[config.mk]
export PLATFORM = sky130hd
export DESIGN_NAME = reg_file_scoreboard
export DESIGN_NICKNAME = d
export VERILOG_FILES = /design/src/rtl/reg_file_scoreboard.sv
export SDC_FILE = /design/constraint.sdc
export NUM_CORES = 2
export LEC_CHECK = 0
export CELL_PAD_IN_SITES_DETAIL_PLACEMENT = 0
export CELL_PAD_IN_SITES_GLOBAL_PLACEMENT = 1
export CORE_ASPECT_RATIO = 1.1
export CORE_MARGIN = 3
export CORE_UTILIZATION = 40
export DETAILED_ROUTE_END_ITERATION = 8
export PLACE_DENSITY = 0.74
export SLEW_MARGIN = 20
export SYNTH_ARGS = -nofsm -noshare
export SYNTH_HDL_FRONTEND = slang
export SYNTH_SLANG_ARGS = --single-unit
[constraint.sdc]
create_clock -name clock -period 85.2 [get_ports clock]
set_clock_uncertainty 0.2 [all_clocks]
set_input_delay 25.56 -clock clock [delete_from_list [all_inputs] [get_ports clock]]
set_output_delay 25.56 -clock clock [all_outputs]
set_load 0.02 [all_outputs]
[src/rtl/reg_file_scoreboard.sv]
// rtl/reg_file_scoreboard.sv - multi-port register file with busy scoreboard and write-to-read bypass
//
// Purpose: NUM_READ synchronous operand read ports, one write port and a debug read
// port over 2**ADDR_WIDTH registers. A per-register busy bit is set by a reservation
// and cleared by the matching writeback. Each read port reports its operand's busy
// state as seen after the current edge's updates.
//
// Ports:
//   clock, reset          rising-edge clock; asynchronous active-high reset
//   write_enable/_address/write_data_in   writeback port (clears busy)
//   reserve_enable/_address               marks a register busy
//   read_address          packed NUM_READ addresses, slice k = [k*ADDR_WIDTH +: ADDR_WIDTH]
//   data_out, data_busy   registered read data (bypassed) and busy flag per port
//   read_address_debug, data_out_debug    registered debug read, pre-write value
//   busy_vector           live scoreboard, bit i = register i busy
module reg_file_scoreboard #(
  parameter int DATA_WIDTH     = 32,
  parameter int ADDR_WIDTH     = 5,
  parameter int NUM_READ       = 3,
  parameter int ZERO_REG       = 1,
  parameter int RESET_TO_INDEX = 1
) (
  input  logic                           clock,
  input  logic                           reset,
  input  logic                           write_enable,
  input  logic [ADDR_WIDTH-1:0]          write_address,
  input  logic [DATA_WIDTH-1:0]          write_data_in,
  input  logic                           reserve_enable,
  input  logic [ADDR_WIDTH-1:0]          reserve_address,
  input  logic [NUM_READ*ADDR_WIDTH-1:0] read_address,
  output logic [NUM_READ*DATA_WIDTH-1:0] data_out,
  output logic [NUM_READ-1:0]            data_busy,
  input  logic [ADDR_WIDTH-1:0]          read_address_debug,
  output logic [DATA_WIDTH-1:0]          data_out_debug,
  output logic [2**ADDR_WIDTH-1:0]       busy_vector
);

  localparam int NUM_REGS = 2**ADDR_WIDTH;

  logic [DATA_WIDTH-1:0]          regs [NUM_REGS];
  logic [NUM_REGS-1:0]            busy;
  logic [NUM_REGS-1:0]            busy_next;
  logic                           write_ok;
  logic                           reserve_ok;
  logic [NUM_READ*DATA_WIDTH-1:0] read_data_next;
  logic [NUM_READ-1:0]            read_busy_next;

  // Register i resets to i (truncated to DATA_WIDTH) or to zero; r0 stays zero when hardwired.
  function automatic logic [DATA_WIDTH-1:0] reset_value(input int idx);
    if ((ZERO_REG != 0 && idx == 0) || RESET_TO_INDEX == 0)
      return '0;
    return DATA_WIDTH'($unsigned(idx));
  endfunction

  // Accesses to a hardwired r0 are dropped before they reach any state.
  assign write_ok   = write_enable   && !(ZERO_REG != 0 && write_address   == '0);
  assign reserve_ok = reserve_enable && !(ZERO_REG != 0 && reserve_address == '0);

  // Reservation is applied after the write clear so a same-address reserve wins.
  always_comb begin
    busy_next = busy;
    if (write_ok)
      busy_next[write_address] = 1'b0;
    if (reserve_ok)
      busy_next[reserve_address] = 1'b1;
  end

  for (genvar k = 0; k < NUM_READ; k++) begin : g_read
    logic [ADDR_WIDTH-1:0] addr;
    logic                  zero_hit;

    assign addr     = read_address[k*ADDR_WIDTH +: ADDR_WIDTH];
    assign zero_hit = (ZERO_REG != 0) && (addr == '0);

    assign read_data_next[k*DATA_WIDTH +: DATA_WIDTH] =
      zero_hit                              ? '0            :
      (write_ok && write_address == addr)   ? write_data_in :
                                              regs[addr];
    assign read_busy_next[k] = zero_hit ? 1'b0 : busy_next[addr];
  end

  always_ff @(posedge clock or posedge reset) begin
    if (reset) begin
      for (int i = 0; i < NUM_REGS; i++)
        regs[i] <= reset_value(i);
      busy           <= '0;
      data_out       <= '0;
      data_busy      <= '0;
      data_out_debug <= '0;
    end else begin
      if (write_ok)
        regs[write_address] <= write_data_in;
      busy           <= busy_next;
      data_out       <= read_data_next;
      data_busy      <= read_busy_next;
      // Debug view deliberately shows the pre-write contents.
      data_out_debug <= regs[read_address_debug];
    end
  end

  assign busy_vector = busy;

endmodule

==> flow_summary.ini <==
[detailed_routing]
wl_per_cell_um = 38.0
routed_wl_um = 286000
met3_length_um = 29600
dr.first_iter.drc_count = 6718
vias = 52922
vias_per_cell = 7.03
ant_nets = 0
drcViolationCount = 0
wl_met2_um = 132000
first_pass_iters = 5
top_layer = met5
wl_met1_um = 106000

[placement]
place_hpwl_um = 162000
gp_congestion = 0.841
dpl.cell_count = 7288
port_buffers = 228

[logic_synthesis]
ys_seq_area_share_pct = 38.4
async_reset_ff_share_pct = 100
netlist-cell-type-count = 68
synthFlopType = dfrtp_1
syn_avg_cell_area_sq_um = 15.6
synth_nets = 5044
synthCells = 4978
synth_edf_count = 0
ys_ff_latch = 1187
ys_warn_count = 0
syn_area_sq_um = 77600

[floorplan]
start_util_pct = 40.5
rows = 168
core_area_sq_um = 192000
die_h_um = 468
die-width_um = 426
io-pin-count = 229
die-area_sq_um = 199000

[worst_setup_path]
cp_num_cells = 7
cp.required_ns = 85.80
critPathSlowestCell = buf_4
crit_chain = clkdlybuf4s50_1, inv_8, buf_4, buf_12, buf_4, buf_4, buf_4
critPathMaxStageDelay_ns = 0.92
path_class = input port to async pin
cp-start-kind = input port
cpMostUsedCell = buf_4
cp_max_fo = 172
cp-end-kind = async pin
crit_family = buffers and inverters
critPathArrivalTime_ns = 30.85
rr_worst_depth = 7
cp.buffers_inverters = 7

[clocking]
cts-root-buf = clkbuf_16
cts.clk_slew.worst_paths_ns = 0.06
postCtsSetupBuffers = 0
h-tree-depth = 3
clk_path_buf_depth = 3
ctsHoldBuffers = 0
ctsResizeCount = 0
insertion_delay_ns = 0.77
cts_tree = yes
cts_made_buffers = 119
clkSinkCount = 1187

[timing]
worstMarginPinSlew_ns = 1.23
setup_viol_count_final = 0
hold_viol_final = 0
period_needed_ns = 30.25
holdWs_ns = 0.184
finalCritPeriodShare_pct = 35.5
grt_setup_unrepaired = no
max_freq_mhz = 33.1
slew_headroom_pct = 17.4
maxSlewViolCount = 0
setup-tns-final_ns = 0

[power]
power.leakage_nw = 34.6
switchingPower_mw = 0.596
sequentialPowerShare_pct = 41.7
p_comb_share_pct = 28.7
pwr-share-clk_pct = 29.6
ir_drop_mv = 0.0183
p_sw_share_pct = 30.6
p_int_mw = 1.35
p_per_area_nw_per_um2 = 22.7

[min_path]
min_path_cells = 0
min_path_type = flop to flop

[flow_run]
maxCapViolations = 0

[global_routing]
grt_pass1_wl_um = 408000
antenna_found_initial = 14
track_usage_pct = 28.6
grt-ovfl-total = 0
grt_max_degree = 173
grt_pass1_vias = 53701

[cells_and_area]
nets = 4926
drive_above_1_share_pct = 55.0
final_common_cell = mux4_2
fin_cells = 7528
area_growth_pct = 10.6
final_cell_mix = 1222 x mux4_2, 1107 x dfrtp_1, 992 x mux2_2

[status]
status = completed
-- sequential cells by signal, summed over array words and instances, names as in the netlist --
| signal | cells |
|---|---|
| busy_vector | 32 |
| data_busy | 3 |
| data_out | 96 |
| data_out_debug | 32 |
| regs | 1024 |
-- stage by stage --
stage                     util [%]  worst slack, ns  power, mW  area, sq um
final                         44.8            54.95       1.95        85800
after global routing          44.8            54.17       2.02        85800
after floorplan                  -            26.13       1.18        77600
after CTS                     44.8            54.71       1.95        85800
after global placement        42.5            54.01       1.35        81500
after detailed placement      42.5            53.90       1.37        81600
-- power by group through the flow --
stage | Combinational, mW | Sequential (mW) | Clock (mW)
6_report | 0.559 | 0.811 | 0.576
5_1_grt | 0.588 | 0.825 | 0.606
4_1_cts | 0.559 | 0.805 | 0.583
3_5_place_dp | 0.556 | 0.815 | 0
3_3_place_gp | 0.550 | 0.805 | 0
2_1_floorplan | 0.389 | 0.792 | 0
-- kinds of logic after synthesis --
family | after synthesis | share of synthesized area, %
AND/OR/NAND/NOR | 535 | 3.18
buffers and inverters | 620 | 3.86
XOR/XNOR | 15 | 0.169
multiplexers | 2377 | 52.0
AO/OA/AOI/OAI | 244 | 2.39
flip-flops | 1187 | 38.4
-- worst register-to-register path, delay by kind of cell (launching register included) --
| kind | cells | cell delay, ns |
|---|---|---|
| AO/OA/AOI/OAI | 4 | 1.61 |
| AND/OR/NAND/NOR | 1 | 0.13 |
| flip-flops | 1 | 0.42 |
| multiplexers | 1 | 0.25 |
| buffers and inverters | 1 | 0.24 |
-- cells in the mapped netlist (all sizes together) (7+ instances only) --
| cell type | count | area [sq um] |
|---|---|---|
| nor3 | 36 | 180 |
| dfrtp | 1107 | 27700 |
| a211o | 10 | 87.6 |
| nor2 | 132 | 495 |
| mux2i | 163 | 1630 |
| a311o | 10 | 100 |
| clkbuf | 278 | 1040 |
| nor2b | 8 | 50.1 |
| nand4 | 7 | 50.1 |
| nand3 | 16 | 80.1 |
| and2 | 20 | 125 |
| inv | 10 | 37.5 |
| dfstp | 80 | 2100 |
| and3 | 40 | 250 |
| nand2 | 232 | 881 |
| a2111oi | 12 | 105 |
| buf | 332 | 1910 |
| xor2 | 9 | 78.8 |
| mux4 | 1222 | 27500 |
| a211oi | 112 | 841 |
| mux2 | 992 | 11200 |
| o21ai | 24 | 120 |
| a21oi | 13 | 65.1 |
| nand2b | 8 | 50.1 |
| a21o | 10 | 75.1 |
-- path summary, 6_finish.rpt --
kind | endpoint | startpoint | slack, ns
max | regs[1011] | reset | 54.95
min reg2reg | busy_vector[0] | busy_vector[0] | 0.18
min | busy_vector[0] | busy_vector[0] | 0.18
max reg2reg | data_out[60] | regs[700] | 82.28
max in group clock | data_out[60] | read_address[6] | 55.49
min in group asynchronous | regs[995] | reset | 25.09
-- layout make-up --
type,instances,area [sq um]
clock buffer,178,3680
sequential,1187,29800
antenna,18,45.0
tap,2550,3190
multi-input combinational,3171,45000
fill,16843,106000
clock inverter,43,569
timing repair buffer,371,3450
inverter,10,60.1
-- per-layer routing --
layer	track usage, %	vias up
li1	-	19949
met1	37.0	28722
met2	43.8	3475
met3	7.48	768
met4	16.5	8
met5	0	-
Power figures use the tool's default switching activity.
